$ cat src/rtl/cpu_pkg.sv
// Shared CPU definitions: ALU op encoding, sequencer FSM states, default datapath width.
package cpu_pkg;

  localparam int   CPU_W  = 8;
  localparam logic OP_ADD = 1'b0;
  localparam logic OP_SUB = 1'b1;

  typedef enum logic [1:0] {
    S_IDLE = 2'd0,
    S_RUN  = 2'd1,
    S_DONE = 2'd2
  } state_e;

endpackage

$ cat src/rtl/serial_add_sequencer_fa.sv
// One-bit full adder cell; the only arithmetic element in the serial ALU path.
module serial_add_sequencer_fa (
  input  logic a,
  input  logic b,
  input  logic cin,
  output logic sum,
  output logic cout
);

  assign sum  = a ^ b ^ cin;
  assign cout = (a & b) | (cin & (a ^ b));

endmodule

$ cat src/rtl/serial_add_sequencer.sv
// Bit-serial WIDTH-bit add/subtract: one full-adder step per clock, LSB first,
// with carry/overflow/zero flags and a one-cycle done pulse.
module serial_add_sequencer
  import cpu_pkg::*;
#(
  parameter int WIDTH = CPU_W,
  parameter int CNT_W = $clog2(WIDTH)
) (
  input  logic             clk,
  input  logic             rst,
  input  logic             start,
  input  logic             op_sub,
  input  logic [WIDTH-1:0] a_in,
  input  logic [WIDTH-1:0] b_in,
  output logic             busy,
  output logic             done,
  output logic [WIDTH-1:0] result,
  output logic             cout,
  output logic             ovf,
  output logic             zero
);

  state_e             state_q, state_d;
  logic [WIDTH-1:0]   sa_q, sa_d;
  logic [WIDTH-1:0]   sb_q, sb_d;
  logic [WIDTH-1:0]   sr_q, sr_d;
  logic               carry_q, carry_d;
  logic [CNT_W-1:0]   idx_q, idx_d;
  logic [WIDTH-1:0]   result_q, result_d;
  logic               cout_q, cout_d;
  logic               ovf_q, ovf_d;
  logic               zero_q, zero_d;

  logic               fa_sum;
  logic               fa_cout;
  logic               last_bit;
  logic               c_msb;
  logic [WIDTH-1:0]   sr_next;

  serial_add_sequencer_fa u_fa (
    .a    (sa_q[0]),
    .b    (sb_q[0]),
    .cin  (carry_q),
    .sum  (fa_sum),
    .cout (fa_cout)
  );

  assign last_bit = (idx_q == CNT_W'(WIDTH - 1));
  assign sr_next  = {fa_sum, sr_q[WIDTH-1:1]};
  // On the MSB step the carry FF holds the carry into the sign bit.
  assign c_msb    = carry_q;

  always_comb begin
    state_d  = state_q;
    sa_d     = sa_q;
    sb_d     = sb_q;
    sr_d     = sr_q;
    carry_d  = carry_q;
    idx_d    = idx_q;
    result_d = result_q;
    cout_d   = cout_q;
    ovf_d    = ovf_q;
    zero_d   = zero_q;

    case (state_q)
      S_IDLE, S_DONE: begin
        if (start) begin
          // Subtract folds into the adder as A + ~B with carry-in 1.
          state_d = S_RUN;
          sa_d    = a_in;
          sb_d    = op_sub ? ~b_in : b_in;
          carry_d = op_sub;
          sr_d    = '0;
          idx_d   = '0;
        end else begin
          state_d = S_IDLE;
        end
      end
      S_RUN: begin
        sa_d    = sa_q >> 1;
        sb_d    = sb_q >> 1;
        sr_d    = sr_next;
        carry_d = fa_cout;
        idx_d   = idx_q + CNT_W'(1);
        if (last_bit) begin
          state_d  = S_DONE;
          idx_d    = '0;
          result_d = sr_next;
          cout_d   = fa_cout;
          ovf_d    = c_msb ^ fa_cout;
          zero_d   = (sr_next == '0);
        end
      end
      default: state_d = S_IDLE;
    endcase
  end

  always_ff @(posedge clk) begin
    if (rst) begin
      state_q  <= S_IDLE;
      sa_q     <= '0;
      sb_q     <= '0;
      sr_q     <= '0;
      carry_q  <= 1'b0;
      idx_q    <= '0;
      result_q <= '0;
      cout_q   <= 1'b0;
      ovf_q    <= 1'b0;
      zero_q   <= 1'b0;
    end else begin
      state_q  <= state_d;
      sa_q     <= sa_d;
      sb_q     <= sb_d;
      sr_q     <= sr_d;
      carry_q  <= carry_d;
      idx_q    <= idx_d;
      result_q <= result_d;
      cout_q   <= cout_d;
      ovf_q    <= ovf_d;
      zero_q   <= zero_d;
    end
  end

  assign busy   = (state_q == S_RUN);
  assign done   = (state_q == S_DONE);
  assign result = result_q;
  assign cout   = cout_q;
  assign ovf    = ovf_q;
  assign zero   = zero_q;

endmodule
$ cat config.mk
export PLATFORM = sky130hd
export DESIGN_NAME = serial_add_sequencer
export DESIGN_NICKNAME = d
export VERILOG_FILES = /design/src/rtl/cpu_pkg.sv /design/src/rtl/serial_add_sequencer_fa.sv /design/src/rtl/serial_add_sequencer.sv
export SDC_FILE = /design/constraint.sdc
export NUM_CORES = 1
export LEC_CHECK = 0
export BUFFER_PORTS_ARGS = -buffer_cell sky130_fd_sc_hd__buf_2
export CAP_MARGIN = 20
export CELL_PAD_IN_SITES_DETAIL_PLACEMENT = 2
export CELL_PAD_IN_SITES_GLOBAL_PLACEMENT = 2
export CORE_ASPECT_RATIO = 1.4
export CORE_MARGIN = 4
export CORE_UTILIZATION = 32
export CTS_CLUSTER_DIAMETER = 50
export CTS_CLUSTER_SIZE = 14
export DETAILED_ROUTE_END_ITERATION = 7
export PLACE_DENSITY = 0.76
export SYNTH_ARGS = -nofsm -noshare
export SYNTH_HDL_FRONTEND = slang
export SYNTH_SLANG_ARGS = --single-unit
$ cat constraint.sdc
create_clock -name clk -period 1.75 [get_ports clk]
set_input_delay 0.35 -clock clk [delete_from_list [all_inputs] [get_ports clk]]
set_output_delay 0.35 -clock clk [all_outputs]
set_load 0.01 [all_outputs]
* Yosys cells after proc, flatten, opt, wreduce, memory -nomap -nowiden
Index checks and enable logic that the tools add are counted.
** Word-level totals
- Logic and storage cells :: 44
- Output and inout bits :: 13
- Bits of input ports :: 20
- Flip-flop bits (word level) :: 41
** Operators by class
- Muxes and demuxes :: 15
- $add $sub $neg :: 1
- Equality and inequality tests :: 5
- Reduce and logical (&&, ||, !) cells :: 6
- Bitwise operators :: 7
** Operator list (count)
- $pmux 8 s2 :: 3
- $mux 8 :: 4
- $logic_not 8->1 :: 1
- $not 8->8 :: 1
- $mux 3 :: 2
- $pmux 3 s2 :: 1
- $pmux 2 s2 :: 1
- $reduce_and 2->1 :: 2
- $add 3x1->3 const B :: 1
- $eq 3x3->1 const B :: 1
- $xor 1x1->1 :: 3
- $and 1x1->1 :: 2
- $eq 2x1->1 const B :: 1
- $eq 2x2->1 const B :: 1
- $logic_not 2->1 :: 1
- $mux 1 :: 2
- $mux 2 :: 1
- $ne 2x1->1 const B :: 1
- $ne 2x2->1 const B :: 1
- $pmux 1 s2 :: 1
- $reduce_bool 2->1 :: 1
- $reduce_or 2->1 :: 1
- $or 1x1->1 :: 1

* Logic depth before layout (Yosys ltp)
- Depth after elaboration :: 4
- Gate-level depth with buffers :: 6
- Mapped depth without buffers :: 5

* By module
From an unflattened synthesis, not the netlist that was laid out.
** Second synthesis, totals
- Cells, all modules :: 194
- Area, all modules :: 1677.9 µm²
** By module, submodules not included
- serial_add_sequencer :: cells an instance 193, area each 1657.8 µm², sequential area each 800.8 µm², times used 1
- serial_add_sequencer_fa :: cells an instance 1, area each 20.0 µm², sequential area each 0.0 µm², times used 1

* Worst setup path after synthesis
Ideal clock, no wire load.
- Path type :: flip-flop to flip-flop
- Start point :: register idx_q[0]
- End point :: register ovf_q, in the netlist ovf
- Path slack :: 442 ps
- Setup time :: 86 ps
- Required time :: 1664 ps
- Path buffers :: 1
- Clock period less this slack :: 1308 ps
- Arrival time :: 1222 ps
- Cell stages (with the launch flop) :: 6
- Cells stage by stage :: dfxtp_1 -> ha_1 -> ha_1 -> and3b_1 -> buf_2 -> a211oi_1
** Between the ends
- Cells in the longest elaborated chain, start to end :: 2
** Ends and longest elaborated chain
- from (decl) :: RTL line serial_add_sequencer.sv:28 : logic [CNT_W-1:0] idx_q, idx_d;
- from (signal assigned) :: RTL line serial_add_sequencer.sv:116 : idx_q <= idx_d;
- $eq 3x3->1 :: RTL line serial_add_sequencer.sv:48 : assign last_bit = (idx_q == CNT_W'(WIDTH - 1));
- $reduce_and 2->1 (no line)
- to (signal assigned) :: RTL line serial_add_sequencer.sv:119 : ovf_q <= ovf_d;
- to (decl) :: RTL line serial_add_sequencer.sv:31 : logic ovf_q, ovf_d;
Every way passes these cells.
A chain may end at the register's enable or synchronous reset.

* Final worst setup path
- Start point :: register state_q[0]
- End point :: output port busy
** Between the ends
- Cells in the longest elaborated chain, start to end :: 1
** Ends and longest elaborated chain
- from (decl) :: RTL line serial_add_sequencer.sv:23 : state_e state_q, state_d;
- from (signal assigned) :: RTL line serial_add_sequencer.sv:111 : state_q <= state_d;
- $eq 2x1->1 :: RTL line serial_add_sequencer.sv:124 : assign busy = (state_q == S_RUN);
- to (decl) :: RTL line serial_add_sequencer.sv:15 : output logic busy,
Every way passes these cells.

==> results.ini <==
[timing]
period_share_pct = 94.2
layout_min_cycle_time_ns = 1.65
hold_viol_final = 0
fin_tns_setup_ns = 0
fmax_ghz = 0.607
tightest_slew_ns = 0.427
fin_skew_ns = 0.00432
setup_viol = 0
grt_setup_unrepaired = false
slew-limit-headroom_pct = 71.4
maxSlewViolCount = 0

[drt]
firstDrtPassIters = 4
vias = 1503
postRouteAntennaNets = 0
drt-initial-drc-count = 57
routed_via_density = 5.24
wl_per_cell_um = 15.9
finalWirelength_um = 4550
drcViolationCount = 0

[critical_path]
start_kind = register
worst_path_max_delay_cell = dfxtp_1
critical-path-max-stage-delay_ns = 0.45
worst-setup-path-type = reg2out
cp_cell_sequence = nand2b_1, inv_6, buf_2
rr_endpoint = ovf
crit_arrival_ns = 1.30
worst-path-max-fanout = 23
cp_data_required_time_ns = 1.40
end_kind = primary output
r2r_start = idx_q[0]
r2r_setup_slack_ns = 0.24
worst_r2r_path_depth = 5

[place]
io_buffer_count = 32
dp_hpwl_um = 3130
gp_congestion = 0.714
place_area_mm2 = 0.00187

[clock_tree]
cts.htree.levels = 2
clk_latency_ns = 0.29
tritoncts = built
postCtsResizedCells = 1
cts_hold_buf = 0
cts_root_buf = clkbuf_8
cts.sinks = 40
post_cts_buffers = 0
cts_buffers = 5
clk_pin_slew_ns = 0.08
clock_path_buffers = 2

[yosys]
synth-seq-area-share_pct = 47.7
ys_warn_count = 0
postSynthCellCount = 194
synth_area_leader_cell = dfxtp_1
ys_seq_elements = 40
avgSynthCellArea_um2 = 8.65
synth.distinct_cells = 24
syn_nets = 217
netlist.area_leader.share_pct = 47.7
syn_area_mm2 = 0.00168
netlist_top_cells_area = dfxtp_1 48%, a21oi_1 11%, nand3_1 8.1%

[global_route]
antenna_found_initial = 0
grt_pass1_wl_um = 7710
first_global_vias = 1675
grt_max_degree = 41
track_usage_pct = 14.7
grt_overflow = 0

[floorplanning]
fp.dieW_um = 69.2
die_area_mm2 = 0.00648
initial_core_util_pct = 33.9
io_pins = 33
rows = 30
die_h_um = 93.7
core_mm2 = 0.00495

[finish]
final_area_mm2 = 0.00196
final-seq-area_um2 = 801
final_util_pct = 39.6
drive_gt1_share_pct = 21.1
fill_cells = 592
antennaDiodeCount = 0
nNetsFinal = 245
area_growth_syn_to_layout_pct = 17.0
multi_input_comb_area_um2 = 763

[outcome]
status = complete, no violations

[hold_path]
hold_depth = 3
min_path_type = in2reg
whs_endpoint = sa_q[7]
min_from = a_in[7]

[power_and_ir_drop]
p_leak_nw = 0.764
power_density_mw_per_mm2 = 934
ir_worst_vdd_uv = 413

[run]
cap_viol_max_count = 0

[placed cells by master, fill, tap and decap left out]
cell / Yosys / routed
dfxtp_1: 40 / 40
a21oi_1: 36 / 36
buf_2: 7 / 32
nand2_1: 30 / 30
nand3_1: 27 / 27
a22oi_1: 15 / 15
xor2_1: 8 / 8
clkbuf_8: 0 / 6
buf_4: 2 / 5
nor2_1: 4 / 4
nand2b_1: 2 / 2
nor2b_1: 2 / 2
nor4_1: 2 / 2
ha_1: 2 / 2
clkinv_2: 0 / 2
inv_6: 0 / 1
o21a_1: 1 / 1
and3b_1: 1 / 1
nand3b_1: 1 / 1
xnor2_1: 1 / 1
a211oi_1: 1 / 1
nor4b_1: 1 / 1
a31oi_1: 1 / 1
fa_1: 1 / 1
buf_12: 0 / 1
[layout make-up]
cell class                 instances  area share (%)
tap                               64            4.08
clock buffer                       6            4.21
clock inverter                     2           0.510
sequential                        40            40.8
inverter                           1           0.446
timing repair buffer              38            11.1
multi-input combinational        136            38.9
[worst max-delay path, delay by kind of cell (launching register included)]
family,cells,cell delay [ns]
and+or+nand+nor,1,0.18
DFF,1,0.45
buffers and inverters,2,0.37
[state kept, by name, indices dropped and copies added (netlist names)]
register,count
zero,1
sb_q,8
result,8
c_msb,1
sa_q,8
state_q,2
sr_q,7
idx_q,3
cout,1
ovf,1
[cells in the mapped netlist (all sizes together)]
cell type and count:
a211oi 1, buf 13, a22oi 15, fa 1
nor4b 1, nand3 27, dfxtp 40, nor2 4
nor4 2, a31oi 1, clkbuf 4, ha 2
inv 1, nor2b 2, o21a 1, and3b 1
xor2 8, nand2 30, nand3b 1, a21oi 36
xnor2 1, nand2b 2
[power by group]
| part | total, mW | internal, mW | switching (mW) |
|---|---|---|---|
| sequential | 0.971 | 0.945 | 0.0256 |
| clock | 0.644 | 0.315 | 0.329 |
| combinational | 0.218 | 0.0849 | 0.133 |
| total | 1.83 | 1.35 | 0.488 |
[logic make-up after synthesis]
| kind of cell | count (synthesis) | share of synthesized area [%] |
|---|---|---|
| xor gates and xnor gates | 9 | 4.70 |
| adders and majority gates | 3 | 2.68 |
| DFF | 40 | 47.7 |
| buffers and inverters | 18 | 6.78 |
| AOI/OAI and AO/OA | 54 | 18.7 |
| and+or+nand+nor | 70 | 19.4 |
[worst max path at each step]
stage,from,to,slack (ns)
finish,state_q[0],busy,0.10
global route,state_q[0],busy,0.003
CTS,state_q[0],busy,0.08
detailed placement,idx_q[0],result[7],0.24
global placement,idx_q[0],ovf,0.33
floorplan,idx_q[0],ovf,0.44
[routing by layer]
metal  share of wire [%]  GRT usage, %  vias up
met3                 3.7          3.32        7
met2                  55          29.3       26
li1                    -             -      733
met4                 1.6          5.86        0
met1                  39          14.4      737
met5                   0             0        -
[metrics by stage]
stage | hold WS (ns) | std cells | total power, mW | setup slack, ns
final | 0.308 | 287 | 1.83 | 0.101
after global routing | 0.324 | 287 | 1.93 | 0.00344
after CTS | 0.300 | 287 | 1.86 | 0.0766
after detailed placement | 0.448 | 279 | 1.21 | 0.236
after global placement | 0.441 | 279 | 1.19 | 0.325
after floorplan | 0.444 | 194 | 1.14 | 0.442
No activity file was read; power rests on OpenSTA's default activity.
